==> config.mk <==
export PLATFORM = sky130hd
export DESIGN_NAME = spi_master_if_flat
export DESIGN_NICKNAME = d
export VERILOG_FILES = /design/src/rtl/spi_master_if_pkg.sv /design/src/rtl/spi_master_if_if.sv /design/src/rtl/spi_half_tick.sv /design/src/rtl/spi_master_if.sv /design/src/flat_wrapper.sv
export SDC_FILE = /design/constraint.sdc
export NUM_CORES = 1
export LEC_CHECK = 0
export BUFFER_PORTS_ARGS = -buffer_cell sky130_fd_sc_hd__buf_2
export CAP_MARGIN = 25
export CORE_ASPECT_RATIO = 0.8
export CORE_UTILIZATION = 50
export DETAILED_ROUTE_END_ITERATION = 8
export PLACE_DENSITY_LB_ADDON = 0.2
export SLEW_MARGIN = 20
export SYNTH_ARGS = -nofsm -noshare
export SYNTH_HDL_FRONTEND = slang
export SYNTH_SLANG_ARGS = --single-unit
export TNS_END_PERCENT = 1
==> constraint.sdc <==
create_clock -name clk -period 1.55 [get_ports clk]
set_input_delay 0.0775 -clock clk [delete_from_list [all_inputs] [get_ports clk]]
set_output_delay 0.0775 -clock clk [all_outputs]
set_load 0.05 [all_outputs]
==> src/rtl/spi_master_if_pkg.sv <==
// Shared definitions for the byte-wide SPI master: link width, idle line
// levels, FSM state encodings and the bit-order helpers used by the shift
// registers.
package spi_master_if_pkg;

    localparam int DATA_W = 8;

    localparam logic SCK_IDLE  = 1'b1;
    localparam logic MOSI_IDLE = 1'b1;

    typedef enum logic [2:0] {
        ST_IDLE  = 3'd0,
        ST_SETUP = 3'd1,
        ST_LOW   = 3'd2,
        ST_HIGH  = 3'd3,
        ST_HOLD  = 3'd4
    } spi_state_t;

    // Next bit to put on mosi: top of the shift register when MSB first,
    // bottom when LSB first.
    function automatic logic tx_bit(input logic [DATA_W-1:0] d, input logic msb_first);
        return msb_first ? d[DATA_W-1] : d[0];
    endfunction

    // Drop the bit just sent so the next one sits where tx_bit looks.
    function automatic logic [DATA_W-1:0] tx_shift(input logic [DATA_W-1:0] d,
                                                   input logic msb_first);
        return msb_first ? {d[DATA_W-2:0], 1'b0} : {1'b0, d[DATA_W-1:1]};
    endfunction

    // Insert a received bit so the first one ends up in bit 7 (MSB first)
    // or bit 0 (LSB first) after a full byte.
    function automatic logic [DATA_W-1:0] rx_shift(input logic [DATA_W-1:0] d,
                                                   input logic msb_first,
                                                   input logic b);
        return msb_first ? {d[DATA_W-2:0], b} : {b, d[DATA_W-1:1]};
    endfunction

endpackage

==> src/rtl/spi_master_if_if.sv <==
// Host handshake plus SPI pin bundle for the SPI master. The master modport
// is the view taken by spi_master_if; the slave modport is the far side
// (host driver plus attached serial device).
interface spi_master_if_if;
    import spi_master_if_pkg::*;

    logic              start;
    logic [DATA_W-1:0] tdata;
    logic              mlb;
    logic              busy;
    logic              done;
    logic [DATA_W-1:0] rdata;
    logic              ss;
    logic              sck;
    logic              mosi;
    logic              miso;

    modport master (
        input  start, tdata, mlb, miso,
        output busy, done, rdata, ss, sck, mosi
    );

    modport slave (
        output start, tdata, mlb, miso,
        input  busy, done, rdata, ss, sck, mosi
    );

endinterface

==> src/rtl/spi_half_tick.sv <==
// Half-period timer: counts CLK_DIV clk cycles per FSM state visit and
// flags the last cycle of the visit. The counter restarts on its own tick
// and is held at zero while clr is high, so it never free-runs past its
// terminal value.
module spi_half_tick #(
    parameter int CLK_DIV = 2
) (
    input  logic clk,
    input  logic rst,
    input  logic clr,
    output logic tick
);

    localparam int            CW   = $clog2(CLK_DIV) + 1;
    localparam logic [CW-1:0] LAST = CW'(CLK_DIV - 1);

    logic [CW-1:0] cnt_r;

    // Divider counter: cleared by reset, by clr, or when the visit ends.
    always_ff @(posedge clk) begin
        if (rst) begin
            cnt_r <= {CW{1'b0}};
        end else if (clr || tick) begin
            cnt_r <= {CW{1'b0}};
        end else begin
            cnt_r <= cnt_r + CW'(1);
        end
    end

    assign tick = (cnt_r == LAST);

endmodule

==> src/rtl/spi_master_if.sv <==
// Byte-wide SPI master. sck idles high; mosi changes with each sck falling
// edge and miso is sampled with each sck rising edge. Each FSM state lasts
// CLK_DIV clk cycles, so a frame is SETUP + 8x(LOW,HIGH) + HOLD = 18 visits
// and done fires 18*CLK_DIV edges after the accepting edge.
module spi_master_if
    import spi_master_if_pkg::*;
#(
    parameter int CLK_DIV = 2
) (
    input  logic          clk,
    input  logic          rst,
    spi_master_if_if.master bus
);

    spi_state_t        state_r;
    logic [DATA_W-1:0] tx_r;
    logic [DATA_W-1:0] rx_r;
    logic [DATA_W-1:0] rdata_r;
    logic [2:0]        bit_cnt_r;
    logic              mlb_r;
    logic              ss_r;
    logic              sck_r;
    logic              mosi_r;
    logic              busy_r;
    logic              done_r;
    logic              tick_s;
    logic              clr_s;

    // The timer is parked while idle so the first visit after accept is full length.
    assign clr_s = (state_r == ST_IDLE);

    spi_half_tick #(
        .CLK_DIV (CLK_DIV)
    ) u_half_tick (
        .clk  (clk),
        .rst  (rst),
        .clr  (clr_s),
        .tick (tick_s)
    );

    // Transfer FSM with shift registers, bit counter and registered pins.
    always_ff @(posedge clk) begin
        if (rst) begin
            state_r   <= ST_IDLE;
            tx_r      <= {DATA_W{1'b0}};
            rx_r      <= {DATA_W{1'b0}};
            rdata_r   <= {DATA_W{1'b0}};
            bit_cnt_r <= 3'd0;
            mlb_r     <= 1'b1;
            ss_r      <= 1'b1;
            sck_r     <= SCK_IDLE;
            mosi_r    <= MOSI_IDLE;
            busy_r    <= 1'b0;
            done_r    <= 1'b0;
        end else begin
            done_r <= 1'b0;
            case (state_r)
                ST_IDLE: begin
                    if (bus.start) begin
                        tx_r      <= bus.tdata;
                        mlb_r     <= bus.mlb;
                        rx_r      <= {DATA_W{1'b0}};
                        bit_cnt_r <= 3'd0;
                        ss_r      <= 1'b0;
                        busy_r    <= 1'b1;
                        state_r   <= ST_SETUP;
                    end
                end
                ST_SETUP: begin
                    if (tick_s) begin
                        sck_r   <= 1'b0;
                        mosi_r  <= tx_bit(tx_r, mlb_r);
                        tx_r    <= tx_shift(tx_r, mlb_r);
                        state_r <= ST_LOW;
                    end
                end
                ST_LOW: begin
                    if (tick_s) begin
                        sck_r   <= 1'b1;
                        rx_r    <= rx_shift(rx_r, mlb_r, bus.miso);
                        state_r <= ST_HIGH;
                    end
                end
                ST_HIGH: begin
                    if (tick_s) begin
                        if (bit_cnt_r != 3'd7) begin
                            sck_r     <= 1'b0;
                            mosi_r    <= tx_bit(tx_r, mlb_r);
                            tx_r      <= tx_shift(tx_r, mlb_r);
                            bit_cnt_r <= bit_cnt_r + 3'd1;
                            state_r   <= ST_LOW;
                        end else begin
                            state_r   <= ST_HOLD;
                        end
                    end
                end
                ST_HOLD: begin
                    if (tick_s) begin
                        ss_r    <= 1'b1;
                        mosi_r  <= MOSI_IDLE;
                        busy_r  <= 1'b0;
                        done_r  <= 1'b1;
                        rdata_r <= rx_r;
                        state_r <= ST_IDLE;
                    end
                end
                default: begin
                    state_r <= ST_IDLE;
                    ss_r    <= 1'b1;
                    sck_r   <= SCK_IDLE;
                    mosi_r  <= MOSI_IDLE;
                    busy_r  <= 1'b0;
                end
            endcase
        end
    end

    assign bus.ss    = ss_r;
    assign bus.sck   = sck_r;
    assign bus.mosi  = mosi_r;
    assign bus.busy  = busy_r;
    assign bus.done  = done_r;
    assign bus.rdata = rdata_r;

endmodule

==> src/flat_wrapper.sv <==
// flat-port wrapper written by rule: the top's interface ports become plain ports
module spi_master_if_flat import spi_master_if_pkg::*;
#(
    parameter int CLK_DIV = 2
)
  (clk, rst, bus_start, bus_tdata, bus_mlb, bus_miso, bus_busy, bus_done, bus_rdata, bus_ss, bus_sck, bus_mosi);
  spi_master_if_if bus_i ();
  input  logic clk;
  input  logic rst;
  input wire logic [$bits(bus_i.start)-1:0] bus_start;
  input wire logic [$bits(bus_i.tdata)-1:0] bus_tdata;
  input wire logic [$bits(bus_i.mlb)-1:0] bus_mlb;
  input wire logic [$bits(bus_i.miso)-1:0] bus_miso;
  output wire logic [$bits(bus_i.busy)-1:0] bus_busy;
  output wire logic [$bits(bus_i.done)-1:0] bus_done;
  output wire logic [$bits(bus_i.rdata)-1:0] bus_rdata;
  output wire logic [$bits(bus_i.ss)-1:0] bus_ss;
  output wire logic [$bits(bus_i.sck)-1:0] bus_sck;
  output wire logic [$bits(bus_i.mosi)-1:0] bus_mosi;
  assign bus_i.start = bus_start;
  assign bus_i.tdata = bus_tdata;
  assign bus_i.mlb = bus_mlb;
  assign bus_i.miso = bus_miso;
  assign bus_busy = bus_i.busy;
  assign bus_done = bus_i.done;
  assign bus_rdata = bus_i.rdata;
  assign bus_ss = bus_i.ss;
  assign bus_sck = bus_i.sck;
  assign bus_mosi = bus_i.mosi;
  spi_master_if #(.CLK_DIV(CLK_DIV)) u_core (.clk(clk), .rst(rst), .bus(bus_i));
endmodule
[Word level (Yosys, flattened, before mapping)]
Index checks and enable logic that the tools add are counted.
Operators by class
  $add $sub $neg: 2
  eq/ne operators: 12
  mux-type cells: 36
  bitwise operators: 4
  reductions and logical operators: 19
Operators by type and width (number)
  8-bit 2-to-1 mux: 8
  3-bit 2-to-1 mux: 9
  8-bit one-hot mux with 3 select lines: 1
  5-bit AND reduction: 4
  8-bit one-hot mux with 2 select lines: 1
  3-bit one-hot mux with 5 select lines: 1
  1-bit 2-to-1 mux: 11
  2-bit inequality test, second input constant: 5
  1-bit one-hot mux with 4 select lines: 2
  2-bit OR reduction: 4
  3-bit by 2-bit equality test with 1-bit output, second input constant: 2
  1-bit one-hot mux with 3 select lines: 2
  3-bit one-hot mux with 2 select lines: 1
  3-bit AND reduction: 2
  1-bit inverter: 4
  2-bit AND reduction: 2
  4-bit AND reduction: 1
  2-bit nonzero test: 2
  3-bit by 1-bit adder with 3-bit output, second input constant: 1
  3-bit by 1-bit equality test with 1-bit output, second input constant: 1
  3-bit equality test, second input constant: 1
  3-bit logical NOT: 1
  3-bit inequality test, second input constant: 1
  3-bit nonzero test: 1
  5 further kinds: 5
Storage, ports and cells
  bits in registers: 38
  output and inout bits: 13

[Depth between registers and ports, before layout]
  depth in word-level cells: 4
  mapped depth: 7
  mapped depth without buffers: 6

[Hierarchy]
A second synthesis with hierarchy kept.
Second synthesis, totals
  cell total of the unflattened synthesis: 224
  area total of the unflattened synthesis: 2028.2 um^2
Modules (own cells, without submodules)
  spi_master_if: instances 1, cells an instance 218, area each 1946.9 um^2
  spi_half_tick: instances 1, cells an instance 6, area each 81.3 um^2

[Worst setup path after synthesis]
No wires, ideal clock.
  path type: register to register
  start: register u_core.mlb_r
  end: register u_core.rx_r[0]
  library setup time: 0.128 ns
  arrival: 1.378 ns
  required time: 1.422 ns
  slack: 0.045 ns
  cell stages (with the launch flop): 6
  cells stage by stage: dfxtp_1 > buf_2 > buf_1 > mux2_2 > a22oi_1 > nor2_1
On the way
  cells in the longest elaborated chain, start to end: 3
Ends and longest elaborated chain
  start: declaration: line spi_master_if.sv:20  | logic mlb_r;
  start signal: assignment: line spi_master_if.sv:61  | mlb_r <= bus.mlb;
  8-bit 2-to-1 mux: line spi_master_if_pkg.sv:36  | return msb_first ? {d[DATA_W-2:0], b} : {b, d[DATA_W-1:1]};
  8-bit 2-to-1 mux: line spi_master_if.sv:78  | if (tick_s) begin
  8-bit one-hot mux with 2 select lines: line spi_master_if.sv:57  | case (state_r)
  end signal: assignment: line spi_master_if.sv:46  | rx_r <= {DATA_W{1'b0}};
  end signal: assignment: line spi_master_if.sv:62  | rx_r <= {DATA_W{1'b0}};
  end signal: assignment: line spi_master_if.sv:80  | rx_r <= rx_shift(rx_r, mlb_r, bus.miso);
  end: declaration: line spi_master_if.sv:17  | logic [DATA_W-1:0] rx_r;
No other way between the ends. The select of a mux whose other input is x is not followed.
A chain may end at the register's enable or synchronous reset.

[Worst setup path in the final report]
  start: register u_core.state_r[0]
  end: register u_core.tx_r[0]
On the way
  cells in the longest elaborated chain, start to end: 3
  elaborated cells on any way between the ends: 10
  classes of those cells: eq/ne (6); mux (1); reduce/logical (3)
Ends and longest elaborated chain
  start: declaration: line spi_master_if.sv:15  | spi_state_t state_r;
  start signal: assignment: line spi_master_if.sv:44  | state_r <= ST_IDLE;
  start signal: assignment: line spi_master_if.sv:66  | state_r <= ST_SETUP;
  start signal: assignment: line spi_master_if.sv:74  | state_r <= ST_LOW;
  3-bit by 2-bit equality test with 1-bit output, or another cell as far along: line spi_master_if.sv:57
  2-bit by 1-bit inequality test with 1-bit output (no source line), or another cell as far along
  5-bit AND reduction (no source line)
  end signal: assignment: line spi_master_if.sv:60  | tx_r <= bus.tdata;
  end signal: assignment: line spi_master_if.sv:73  | tx_r <= tx_shift(tx_r, mlb_r);
  end signal: assignment: line spi_master_if.sv:89  | tx_r <= tx_shift(tx_r, mlb_r);
  end: declaration: line spi_master_if.sv:16  | logic [DATA_W-1:0] tx_r;
Parallel ways exist; a longest one is shown, timed or not.

==> impl_metrics.tcl <==
set metrics [dict create \
    r2r-end "u_core.tx_r[0]" \
    grt_max_degree 27 \
    r2r_start "u_core.state_r[0]" \
    p_leak_nw 0.907 \
    hold_class "primary input to register" \
    port_buffers 25 \
    avgSynthCellArea_sq_um 8.63 \
    skew_ps 6.11 \
    drt_wl_total_um 3830 \
    layout_min_cycle_time_ps 1500 \
    cts_buffers 5 \
    clkSinkCount 38 \
    start_kind "register" \
    syn_area_sq_um 1800 \
    drv_slew 0 \
    cts-root-buf "clkbuf_8" \
    antennaDiodeCount 0 \
    drtAntennaViolNets 0 \
    syn_nets 225 \
    cts_max_level 2 \
    path_cells "or3b_4 -> a21boi_4 -> or3_1 -> a21oi_1" \
    final_cells 283 \
    crit_required_ps 1780 \
    relSlewSlack 0.706 \
    drv_cap 0 \
    cp.depth 4 \
    area_growth_pct 20.5 \
    synth_warnings 0 \
    timing.setup.tns_ps 0 \
    start_util 0.523 \
    rsz0062_at_grt "true" \
    vias 1563 \
    end_kind "register" \
    synth_cells 209 \
    arrival_ps 1730 \
    cp_num_buf_inv 0 \
    crit_end "u_core.tx_r[0]" \
    min_period_over_period 0.966 \
    filler_cell_count 317 \
    dpl_worst_slack_ps -2.09 \
    num_io_pins 26 \
    num_rows 19 \
    ctsHoldBuffers 0 \
    yosysTopAreaCell "dfxtp_1" \
    synth-seq-cells 38 \
    track_usage 0.211 \
    clkLatencyLatePin_ps 300 \
    min_path_cells 2 \
    post-route-worst-setup-slack_ps 52.0 \
    rr_worst_depth 4 \
    dp.cells 274 \
    worst_path_largest_cell_delay_ps 430 \
    worstSetupPathType "register to register" \
    hold_violations 0 \
    critPathTopFamily "simple AND/OR/NAND/NOR gates" \
    die_w_um 69.2 \
    viasPerCell 5.52 \
    crit_path_start "u_core.state_r[0]" \
    grt.met2_usage 0.290 \
    cp_max_fo 8 \
    antenna_found_initial 0 \
    outcome "complete, no violations" \
    fin_util 0.630 \
    worstMarginPinSlew_ps 439 \
    rrSetupSlack_ps 50 \
    max_freq_mhz 668 \
    setup_viol 0 \
    place.gp.congestion 0.733 \
    peakVddDrop_uv 529 \
    die_y_um 55.7 \
    drtIter0Drc 124 \
    core_area_sq_um 3450 \
    grt-busiest-layer "met1" \
    cts_tree "built" \
    grtUsageMet1 0.305 \
    die_area_sq_um 3850 \
    power.density_nw_per_um2 962 \
    clk_pin_slew_ps 70 \
    synth.yosys.seq_area_share 0.422 \
    synth_top_area_share 0.422 \
    layout.nets 256 \
    first_pass_iters 4 \
    cts.path.max_buffers 2 \
    synth.area.top_cells "dfxtp_1, a21oi_1, mux2_2" \
    p_total_mw 2.09 \
    grt_pass1_vias 1327 \
    grt_use_met3 0.0489 \
    cp_slowest_cell "or3b_4" \
    avgRoutedWirePerCell_um 13.5 \
    hpwl_um 2490 \
    layout-drive-gt1-share 0.274 \
    synth_cell_types 35 \
    drcViolationCount 0 \
    grt.overflow.total 0 \
    grt_pass1_wl_um 6390 \
]
==> layout make-up <==
type / count / area [sq um] / share of cell area
repair buffers: 40 / 250 / 0.115
clock inverters: 1 / 5.00 / 0.00230
flip-flops and latches: 38 / 761 / 0.350
multi-input cells: 151 / 1000 / 0.462
clock buffers: 7 / 86.3 / 0.0397
well taps: 42 / 52.6 / 0.0242
inverters: 4 / 15.0 / 0.00691
==> worst min-delay path by stage <==
stage | startpoint | endpoint
2_1_floorplan | bus_mlb | u_core.mlb_r
3_3_place_gp | bus_mlb | u_core.mlb_r
3_5_place_dp | bus_mlb | u_core.mlb_r
4_1_cts | bus_mlb | u_core.mlb_r
5_1_grt | bus_mlb | u_core.mlb_r
6_report | bus_mlb | u_core.mlb_r
==> registers in the layout, indices dropped and copies added, names as in the netlist, 2 cells and up <==
signal                    cells
u_core.bus.rdata              8
u_core.state_r                3
u_core.bit_cnt_r              3
u_core.tx_r                   8
u_core.rx_r                   8
u_core.u_half_tick.cnt_r      2
==> what timing repair did <==
| action | CTS | global route |
|---|---|---|
| buffers inserted | 0 | 0 |
| endpoints found under the hold margin | 0 | 0 |
| cloned | 0 | 1 |
| pin swaps | 0 | 4 |
| resized for setup | 1 | 9 |
| endpoints found under the setup margin | 2 | 18 |
==> metrics by stage <==
| stage | area (sq um) | hold WS (ps) |
|---|---|---|
| after floorplan | 1800 | 230 |
| after global placement | 2030 | 342 |
| after detailed placement | 2030 | 336 |
| after CTS | 2120 | 30.9 |
| after global routing | 2170 | 50.2 |
| final | 2170 | 30.2 |
==> cells in the mapped netlist, drive strengths merged <==
library cell  instances
buf                   8
nor4bb                1
nor4                  4
a311o                 1
a211oi                1
a2111o                6
and3                  2
mux2i                 8
inv                   4
nor3                  4
clkbuf                9
o22ai                 1
nand3                 3
mux2                  9
and4b                 1
a21oi                26
or3                   2
nand2b                4
a2111oi               1
o21ai                11
ha                    3
a22oi                 8
or3b                  1
nand2                20
and2                  1
a21boi                3
dfxtp                38
o21bai                2
nor2b                 2
nor3b                 1
nor2                 23
nand4b                1
==> power breakdown <==
| group | switching [mW] | internal (mW) | total (mW) |
|---|---|---|---|
| sequential | 0.0324 | 1.01 | 1.05 |
| combinational | 0.189 | 0.151 | 0.339 |
| clock | 0.348 | 0.359 | 0.706 |
==> logic make-up after synthesis <==
group	count (synthesis)	share of synthesized area
multiplexers	17	0.101
AO/OA/AOI/OAI	60	0.218
buffers and inverters	21	0.0506
AND/OR/NAND/NOR	70	0.188
flip-flops	38	0.422
adder cells (fa/ha/maj)	3	0.0208
==> per-layer routing <==
metal,part of all wire,wire [um]
met4,0.022,83
met3,0.028,107
met5,0,0
met2,0.40,1540
met1,0.55,2100
==> placed cells by master, fill, tap and decap left out, types with 2 or more instances in the layout <==
cell type   n
mux2_2      9
and3_1      2
a2111o_1    6
buf_2      25
nor2_1     23
ha_1        2
a21boi_0    2
a21oi_1    26
o21bai_1    2
nand2_1    18
mux2i_1     8
or3_1       2
inv_1       4
nor3_1      4
nand2b_1    4
nor2b_1     2
a21boi_4    2
nand3_1     2
o21ai_0    11
a22oi_1     8
dfxtp_1    38
clkbuf_8    6
buf_4      14
nor4_1      4
Power figures use the tool's default switching activity.
